`src/rtl/smu_dcu_buf_pkg.sv`:
```
// rtl/smu_dcu_buf_pkg.sv - shared queue depth, entry type encoding and entry record
package smu_dcu_buf_pkg;

  localparam int unsigned SMU_Q_DEPTH = 2;
  localparam logic [1:0]  SMU_Q_FULL  = 2'(SMU_Q_DEPTH);

  typedef enum logic {
    ENT_ST = 1'b0,
    ENT_LD = 1'b1
  } ent_type_e;

  typedef struct packed {
    ent_type_e   typ;
    logic        na;
    logic [31:0] addr;
    logic [31:0] data;
  } smu_ent_t;

endpackage

```
`src/rtl/smu_req_fifo.sv`:
```
// rtl/smu_req_fifo.sv - 2-entry in-order request queue with load purge and compaction
module smu_req_fifo
  import smu_dcu_buf_pkg::*;
(
  input  logic       clk,
  input  logic       reset_l,
  input  logic       push,
  input  smu_ent_t   push_ent,
  input  logic       pop,
  input  logic       purge_ld,
  output smu_ent_t   head,
  output logic [1:0] count,
  output logic [1:0] num_ld
);

  smu_ent_t   ent_q [SMU_Q_DEPTH];
  smu_ent_t   ent_d [SMU_Q_DEPTH];
  logic [1:0] count_q, count_d;
  logic       vld0, vld1, keep0, keep1;
  logic [1:0] n_keep;

  // Survivors of pop and purge slide to the front, then the new entry lands behind them.
  always_comb begin
    vld0     = count_q != 2'd0;
    vld1     = count_q == SMU_Q_FULL;
    keep0    = vld0 & ~pop & ~(purge_ld & (ent_q[0].typ == ENT_LD));
    keep1    = vld1 & ~(purge_ld & (ent_q[1].typ == ENT_LD));
    n_keep   = {1'b0, keep0} + {1'b0, keep1};
    ent_d[0] = keep0 ? ent_q[0] : ent_q[1];
    ent_d[1] = ent_q[1];
    if (push) begin
      if (n_keep == 2'd0) begin
        ent_d[0] = push_ent;
      end else begin
        ent_d[1] = push_ent;
      end
    end
    count_d = n_keep + {1'b0, push};
  end

  always_ff @(posedge clk or negedge reset_l) begin
    if (!reset_l) begin
      count_q <= 2'd0;
    end else begin
      count_q <= count_d;
    end
  end

  always_ff @(posedge clk) begin
    for (int i = 0; i < SMU_Q_DEPTH; i++) begin
      ent_q[i] <= ent_d[i];
    end
  end

  assign head   = ent_q[0];
  assign count  = count_q;
  assign num_ld = {1'b0, vld0 & (ent_q[0].typ == ENT_LD)}
                + {1'b0, vld1 & (ent_q[1].typ == ENT_LD)};

endmodule

```
`src/rtl/smu_dcu_buf.sv`:
```
// rtl/smu_dcu_buf.sv - dribbler-to-DCU request buffer with load tracking and flush drop
module smu_dcu_buf
  import smu_dcu_buf_pkg::*;
(
  input  logic        clk,
  input  logic        reset_l,
  input  logic        sm,
  input  logic        sin,
  output logic        so,
  input  logic        smu_ld,
  input  logic        smu_st,
  input  logic        smu_na_st,
  input  logic [31:0] smu_addr,
  input  logic [31:0] smu_data,
  input  logic        iu_smu_flush,
  output logic        smu_stall,
  output logic        smu_data_vld,
  output logic [31:0] dcu_data,
  output logic        dcu_req_ld,
  output logic        dcu_req_st,
  output logic        dcu_req_na,
  output logic [31:0] dcu_req_addr,
  output logic [31:0] dcu_req_data,
  input  logic        dcu_ack,
  input  logic        dcu_ld_vld,
  input  logic [31:0] dcu_ld_data
);

  smu_ent_t    push_ent, head;
  logic [1:0]  q_count, q_num_ld;
  logic        q_vld, push, pop, ack_ld, ret_ok;
  logic [2:0]  ld_total;
  logic [1:0]  ld_out_q, ld_out_d, drop_cnt_q, drop_cnt_d;
  logic        data_vld_q, data_vld_d;
  logic [31:0] dcu_data_q, dcu_data_d;
  logic        unused_scan;

  smu_req_fifo u_fifo (
    .clk      (clk),
    .reset_l  (reset_l),
    .push     (push),
    .push_ent (push_ent),
    .pop      (pop),
    .purge_ld (iu_smu_flush),
    .head     (head),
    .count    (q_count),
    .num_ld   (q_num_ld)
  );

  always_comb begin
    push_ent.typ  = smu_ld ? ENT_LD : ENT_ST;
    push_ent.na   = smu_st & smu_na_st;
    push_ent.addr = smu_addr;
    push_ent.data = smu_data;

    q_vld     = q_count != 2'd0;
    ld_total  = {1'b0, ld_out_q} + {1'b0, q_num_ld};
    smu_stall = (q_count == SMU_Q_FULL) | (ld_total >= 3'd2);
    push      = (smu_ld | smu_st) & ~smu_stall & ~(iu_smu_flush & smu_ld);
    pop       = dcu_ack & q_vld;
    ack_ld    = pop & (head.typ == ENT_LD);
    ret_ok    = dcu_ld_vld & (ld_out_q != 2'd0);
    ld_out_d  = ld_out_q + {1'b0, ack_ld} - {1'b0, ret_ok};

    drop_cnt_d = drop_cnt_q;
    data_vld_d = 1'b0;
    dcu_data_d = dcu_data_q;
    // A flush covers every load already issued, including one acked or returning right now.
    if (iu_smu_flush) begin
      drop_cnt_d = ld_out_d;
    end else if (ret_ok) begin
      if (drop_cnt_q != 2'd0) begin
        drop_cnt_d = drop_cnt_q - 2'd1;
      end else begin
        data_vld_d = 1'b1;
        dcu_data_d = dcu_ld_data;
      end
    end
  end

  always_ff @(posedge clk or negedge reset_l) begin
    if (!reset_l) begin
      ld_out_q   <= 2'd0;
      drop_cnt_q <= 2'd0;
      data_vld_q <= 1'b0;
      dcu_data_q <= 32'd0;
    end else begin
      ld_out_q   <= ld_out_d;
      drop_cnt_q <= drop_cnt_d;
      data_vld_q <= data_vld_d;
      dcu_data_q <= dcu_data_d;
    end
  end

  assign so           = 1'b0;
  assign unused_scan  = sm ^ sin;
  assign smu_data_vld = data_vld_q;
  assign dcu_data     = dcu_data_q;
  assign dcu_req_ld   = q_vld & (head.typ == ENT_LD);
  assign dcu_req_st   = q_vld & (head.typ == ENT_ST);
  assign dcu_req_na   = q_vld & (head.typ == ENT_ST) & head.na;
  assign dcu_req_addr = q_vld ? head.addr : 32'd0;
  assign dcu_req_data = q_vld ? head.data : 32'd0;

endmodule

```
`config.mk`:
```
export PLATFORM = sky130hd
export DESIGN_NAME = smu_dcu_buf
export DESIGN_NICKNAME = d
export VERILOG_FILES = /design/src/rtl/smu_dcu_buf_pkg.sv /design/src/rtl/smu_req_fifo.sv /design/src/rtl/smu_dcu_buf.sv
export SDC_FILE = /design/constraint.sdc
export NUM_CORES = 1
export LEC_CHECK = 0
export CAP_MARGIN = 20
export CORE_UTILIZATION = 30
export CTS_CLUSTER_SIZE = 12
export DETAILED_ROUTE_END_ITERATION = 8
export DONT_BUFFER_PORTS = 1
export GPL_TIMING_DRIVEN = 0
export MAX_ROUTING_LAYER = met4
export PLACE_DENSITY_LB_ADDON = 0.08
export SKIP_LAST_GASP = 1
export SLEW_MARGIN = 0
export SYNTH_ARGS = -nofsm -noshare
export SYNTH_HDL_FRONTEND = slang
export SYNTH_SLANG_ARGS = --single-unit
```
`constraint.sdc`:
```
create_clock -name clk -period 5.5 [get_ports clk]
set_input_delay 0.825 -clock clk [delete_from_list [all_inputs] [get_ports clk]]
set_output_delay 0.825 -clock clk [all_outputs]
set_load 0.02 [all_outputs]
```
After elaboration in Yosys (flattened, before gate mapping)
Memory sizes are Yosys's and may differ from the RTL's.
Cells that the tools add are included.
{ "totals": {"reg_bits": 39, "latchBits": 0, "ramBits": 132, "romBits": 0, "n_memories": 1} }
{ "mem_list": {"columns": ["memory", "words", "width", "rd", "rd_ports_with_merged_regs", "wr", "line_no", "rtl"], "rows": [
  ["u_fifo.ent_q", 2, 66, 2, 0, 2, "smu_req_fifo.sv:16", "smu_ent_t ent_q [SMU_Q_DEPTH];"]
]} }
{ "op_classes": {"n_addsub": 7, "mul": 0, "div": 0, "n_lt_le_gt_ge": 1, "n_eq_ne": 1, "shifts": 0, "n_mux": 13, "n_bitwise": 26, "reduce_logical": 8} }
{ "op_table": {"columns": ["cell", "n"], "rows": [
  ["66-bit 2-to-1 mux", 3],
  ["132-bit 2-to-1 mux", 1],
  ["32-bit 2-to-1 mux", 2],
  ["1-bit bitwise AND", 16],
  ["2-bit nonzero test", 5],
  ["1-bit inverter", 8],
  ["2-bit 2-to-1 mux", 3],
  ["1-bit by 1-bit adder with 2-bit output", 2],
  ["2-bit by 1-bit adder with 2-bit output", 2],
  ["1-bit 2-to-1 mux", 4],
  ["2-bit by 2-bit adder with 3-bit output", 1],
  ["3-bit by 2-bit greater-or-equal comparator with 1-bit output, second input constant", 1],
  ["3-bit AND reduction", 1],
  ["2-bit == test, second input constant", 1],
  ["2-bit zero test", 1],
  ["1-bit OR", 2],
  ["2-bit AND reduction", 1],
  ["2-bit by 1-bit subtractor with 2-bit output", 1],
  ["2-bit by 1-bit subtractor with 2-bit output, second input constant", 1]
]} }

Depth between registers and ports, before layout
{ "logic_depth": {"depth_word": 10, "depth_mapped": 11, "depth_no_buf": 8} }

Hierarchy
From an unflattened synthesis, not the netlist that was laid out.
{ "unflattened": {"hier_cells": 704, "area_unflattened_um2": 7556.0} }
{ "by_module_without_submodules": {"columns": ["mod", "n_inst", "cells_per_inst", "area_each_um2", "seq_area_each_um2"], "rows": [
  ["smu_req_fifo", 1, 525, 5549.1, 3353.2],
  ["smu_dcu_buf", 1, 179, 2006.9, 925.9]
]} }

Worst setup path before layout
Ideal clock, no wire load.
{ "synth_path": {"path_type": "input -> register", "from": "input iu_smu_flush", "to": "memory u_fifo.ent_q[0][100] in the netlist's numbering, enable pin", "arrival_ps": 4724, "t_required_ps": 5009, "setup_slack_ps": 285, "path_stages": 7, "path_buffers": 3, "path_cell_list": "buf_2 a211oi_2 buf_6 buf_6 inv_1 ha_1 nor2_1"} }
{ "synth_lines": {"columns": ["item", "line_no", "rtl"], "rows": [
  ["start: declaration", "smu_dcu_buf.sv:15", "input logic iu_smu_flush,"],
  ["end: declaration", "smu_req_fifo.sv:16", null]
]} }

Worst setup path after layout
{ "layout_path": {"from": "register u_fifo.count_q[0] (netlist: u_fifo.count[0])", "to": "output smu_stall"} }
{ "layout_between": {"elab_chain_len": 6, "word_cells_on_any_way": 8, "cone_classes": "add/sub: 2; order compare: 1; eq/ne: 1; bitwise: 3; reduce/logical: 1"} }
{ "layout_lines": {"columns": ["item", "line_no", "rtl"], "rows": [
  ["start: declaration", "smu_req_fifo.sv:18", "logic [1:0] count_q, count_d;"],
  ["start signal: assignment", "smu_req_fifo.sv:45", "count_q <= count_d;"],
  ["2-bit nonzero test", null, null],
  ["1-bit bitwise AND", null, null],
  ["named net dcu_req_ld", "smu_dcu_buf.sv:19", "output logic dcu_req_ld,"],
  ["1-bit by 1-bit adder with 2-bit output", "smu_req_fifo.sv:58", "+ {1'b0, vld1 & (ent_q[1].typ == ENT_LD)};"],
  ["2-bit by 2-bit adder with 3-bit output", "smu_dcu_buf.sv:57", "ld_total = {1'b0, ld_out_q} + {1'b0, q_num_ld};"],
  ["3-bit by 2-bit greater-or-equal comparator with 1-bit output", "smu_dcu_buf.sv:58", "smu_stall = (q_count == SMU_Q_FULL) | (ld_total >= 3'd2);"],
  ["1-bit OR", "smu_dcu_buf.sv:58", null],
  ["end: declaration", "smu_dcu_buf.sv:16", "output logic smu_stall,"]
]} }
The timed path passes the listed nets, and every way through them passes these cells.

==> summary.md <==
| Metric | Value |
|---|---|
| Highest-count cells in the layout ignoring fill and taps | nor2_1 (69), nor2b_1 (67), mux2i_1 (66), dfxtp_1 (66), edfxtp_1 (66) |
| Register area share after synthesis | roughly 63% |
| Hold slack | 0.09407 ns |
| Post-CTS Resized | 0 |
| Via count | a little under 4000 |
| Fin cells | 853 |
| Mapped Cells | between 500 and 600 |
| Power Density | between 500 and 600 nW/um^2 |
| Commonest register cell after synthesis | edfxtp_1 |
| Fin worst setup slack | 1.850 ns |
| Row count | between 50 and 60 |
| Power, Total | ~4.5 mW |
| Setup crit end kind | output port |
| Die outline width | roughly 150 um |
| Core ar. | about 22000 um^2 |
| Critical path's most frequent cell | nor2_1 |
| Setup violators final | 0 |
| Remaining Overflow, GRT | 0 |
| Combinational fraction of design power | 28.7% |
| Starting DRT DRC Count | approximately 180 |
| Fin crit share | approximately 66% |
| Total GRT Usage | 14.49% |
| TritonCTS Buffers | 17 |
| Dpl hpwl | 10.95 mm |
| Later-pin clock latency in the skew report | about 0.42 ns |
| Final Util | a little over a third |
| Placed cell area | between 7000 and 8000 um^2 |
| CP Data Required Time | about 4.7 ns |
| CTS tree | yes |
| Setup WS pre-CTS | between 1.5 and 2 ns |
| Worst reg2reg path depth | 8 |
| R2r startpoint | u_fifo.count[0]$_DFF_PN0_ |
| Synth warn | 0 |
| CP cell instances | nor2_1, clkbuf_1, nor2b_1, ha_1, nor2_1, nand2_1 |
| Rel. slew slack | around 53% |
| Nets@finish | roughly 670 |
| Sum Neg Setup Slack | 0 ns |
| Layout cell share with drive strength beyond 1 | between 10% and 20% |
| CP max FO | 10 |
| Synthesized net count | 650 |
| Critical Path Start Type | register |
| Yosys reg bits | 171 |
| Die outline area | between 20000 and 25000 um^2 |
| Clock share of power | between 20% and 30% |
| Initial Utilization | a little under a third |
| First-pass GRT wire length | about 25 mm |
| FMAX | 273.9 MHz |
| Dpl cells | 820 |
| Clock root buffer | clkbuf_16 |
| Switch Pwr | around 1.7 mW |
| Yosys top cell area share | a little under 30% |
| Leakage | about 2.8 nW |
| Crit path largest cell delay | 0.59 ns |
| Final instance area | a little under 8000 um^2 |
| Slew @ Worst Pin | 0.6979 ns |
| Wire length per cell | roughly 18 um |
| Clock Path Buffers | 2 |
| Fillers | 2185 |
| Post-synth ARST share | between 20% and 30% |
| Switching share of power | between 30% and 40% |
| CTS Sinks | around 170 |
| Final hold vios | 0 |
| Crit Path Class | reg2out |
| Multi-input gate area | 2278 um^2 |
| Status | finished, violations left |
| Placer congestion estimate | a little under 0.7 |
| Synth Cell Area | approximately 6800 um^2 |
| Initial antenna violation count | 1 |
| Reg area | 4279 um^2 |
| Vias in the first global route | roughly 4200 |
| Internal power | approximately 2.8 mW |
| Pin count of the biggest net entering global routing | 40 |
| Crit path arrival time | about 2.8 ns |
| Most common cell after layout, fill and taps aside | nor2_1 |
| Number of synthesized flops with an enable pin | 66 |
| HP Class | in2async |
| Slowest CP cell | clkbuf_1 |
| MaxCap Viol Count | 0 |
| RSZ-0062 raised after global routing | false |
| H-tree depth | 4 |
| Unique masters post-synth | 27 |
| DRC violations left | 20 |
| Sequential share of power | 45.3% |
| Ports | 208 |
| Die Span Y | between 150 and 200 um |
| Minimum clock period | ~3.7 ns |
| Vias per inst | 4.571 |
| Syn avg cell area | about 13 um^2 |
| Reg2reg end | u_fifo.ent_q[0][72]$_DFFE_PP_ |
| Clk slew on worst S/H paths | 0.07 ns |
| Flop-to-flop setup slack | 1.99 ns |
| Antenna viol nets, final | 0 |
| Layout Skew | between 0.01 and 0.015 ns |
| Slew Limit Fails | 0 |
| Hold_buf cts | 0 |
| Pre-Repair DR Iteration Count | 6 |
| Area Growth Syn to Fin | 14.52% |
| Violated checks | DRC |
| Peak supply drop | just under 0.2 mV |
| Input/output buffers | 0 |
| Top area cells in the synthesized netlist | edfxtp_1 (29%), dfxtp_1 (20%), dfrtp_1 (14%), mux2i_1 (9.8%), nor2b_1 (6.2%) |
| Wirelength, routed | between 15 and 20 mm |
| Total setup buffers inserted after CTS | 0 |
| Cell taking the most area after synthesis | edfxtp_1 |
-- flip-flops by register name (all words and copies together), names as in the netlist --
| register | count |
|---|---|
| u_fifo.ent_q | 132 |
| drop_cnt_q | 2 |
| ld_out_q | 2 |
| u_fifo.count | 2 |
| smu_data_vld | 1 |
| dcu_data | 32 |
-- power by group through the flow --
stage | combinational, mW | clock (mW) | sequential (mW)
after global placement | 1.28 | 0 | 2.06
after CTS | 1.33 | 1.22 | 2.04
final | 1.29 | 1.17 | 2.04
after detailed placement | 1.32 | 0 | 2.07
after floorplan | 1.04 | 0 | 2.01
after global routing | 1.42 | 1.27 | 2.08
-- kinds of logic (layout without fill, tap and decap cells) --
| kind of cell | count (synthesis) | in the layout | synth area share, % |
|---|---|---|---|
| muxes | 100 | 100 | 15.41 |
| buffers and inverters | 41 | 75 | 3.270 |
| AOI/OAI and AO/OA | 72 | 72 | 5.728 |
| and+or+nand+nor | 144 | 144 | 10.74 |
| adders and majority gates | 6 | 6 | 1.220 |
| other | 1 | 2 | 0.05538 |
| xor gates and xnor gates | 3 | 3 | 0.3881 |
| DFF | 171 | 171 | 63.19 |
-- critical path, delay by kind of cell, from the launching register on --
kind                     cells  cell delay [ns]
AND/OR/NAND/NOR              4             1.16
buffers and inverters        1             0.59
flip-flops                   1             0.37
adder cells (fa/ha/maj)      1             0.29
-- per-layer routing --
layer	up-vias	track usage [%]	wire (um)
met3	4	6.741	1573
met2	155	23.39	7616
met4	0	3.936	86
met5	-	-	0
li1	1895	-	-
met1	1845	16.01	6461
-- Yosys cell counts, drive strengths merged, types with 2 or more instances --
library cell,instances
dfrtp,39
clkbuf,11
nor2,70
mux2i,66
o21ai,2
inv,8
and2,3
nand2,2
buf,22
nor2b,67
edfxtp,66
ha,5
xnor2,3
dfxtp,66
a21oi,65
mux2,34
-- worst max-delay path by stage --
stage                                    from                        endpoint  slack (ns)
finish              u_fifo.count[0]$_DFF_PN0_                       smu_stall        1.85
global route        u_fifo.count[1]$_DFF_PN0_                       smu_stall        1.61
CTS                 u_fifo.count[0]$_DFF_PN0_                       smu_stall        1.71
detailed placement  u_fifo.count[0]$_DFF_PN0_   u_fifo.ent_q[0][74]$_DFFE_PP_        1.88
global placement    u_fifo.count[0]$_DFF_PN0_   u_fifo.ent_q[0][74]$_DFFE_PP_       -2.30
floorplan                        iu_smu_flush  u_fifo.ent_q[0][100]$_DFFE_PP_        0.29
-- cell type report --
type	instances	share of cell area, %
diodes	1	0.03227
plain buffers	33	2.469
clock buffers	20	6.179
clock inverters	12	1.339
inverters	8	0.3872
multi-input cells	326	29.38
flip-flops and latches	171	55.18
well taps	280	4.518
repair buffers	2	0.5163
Power figures use the tool's default switching activity.
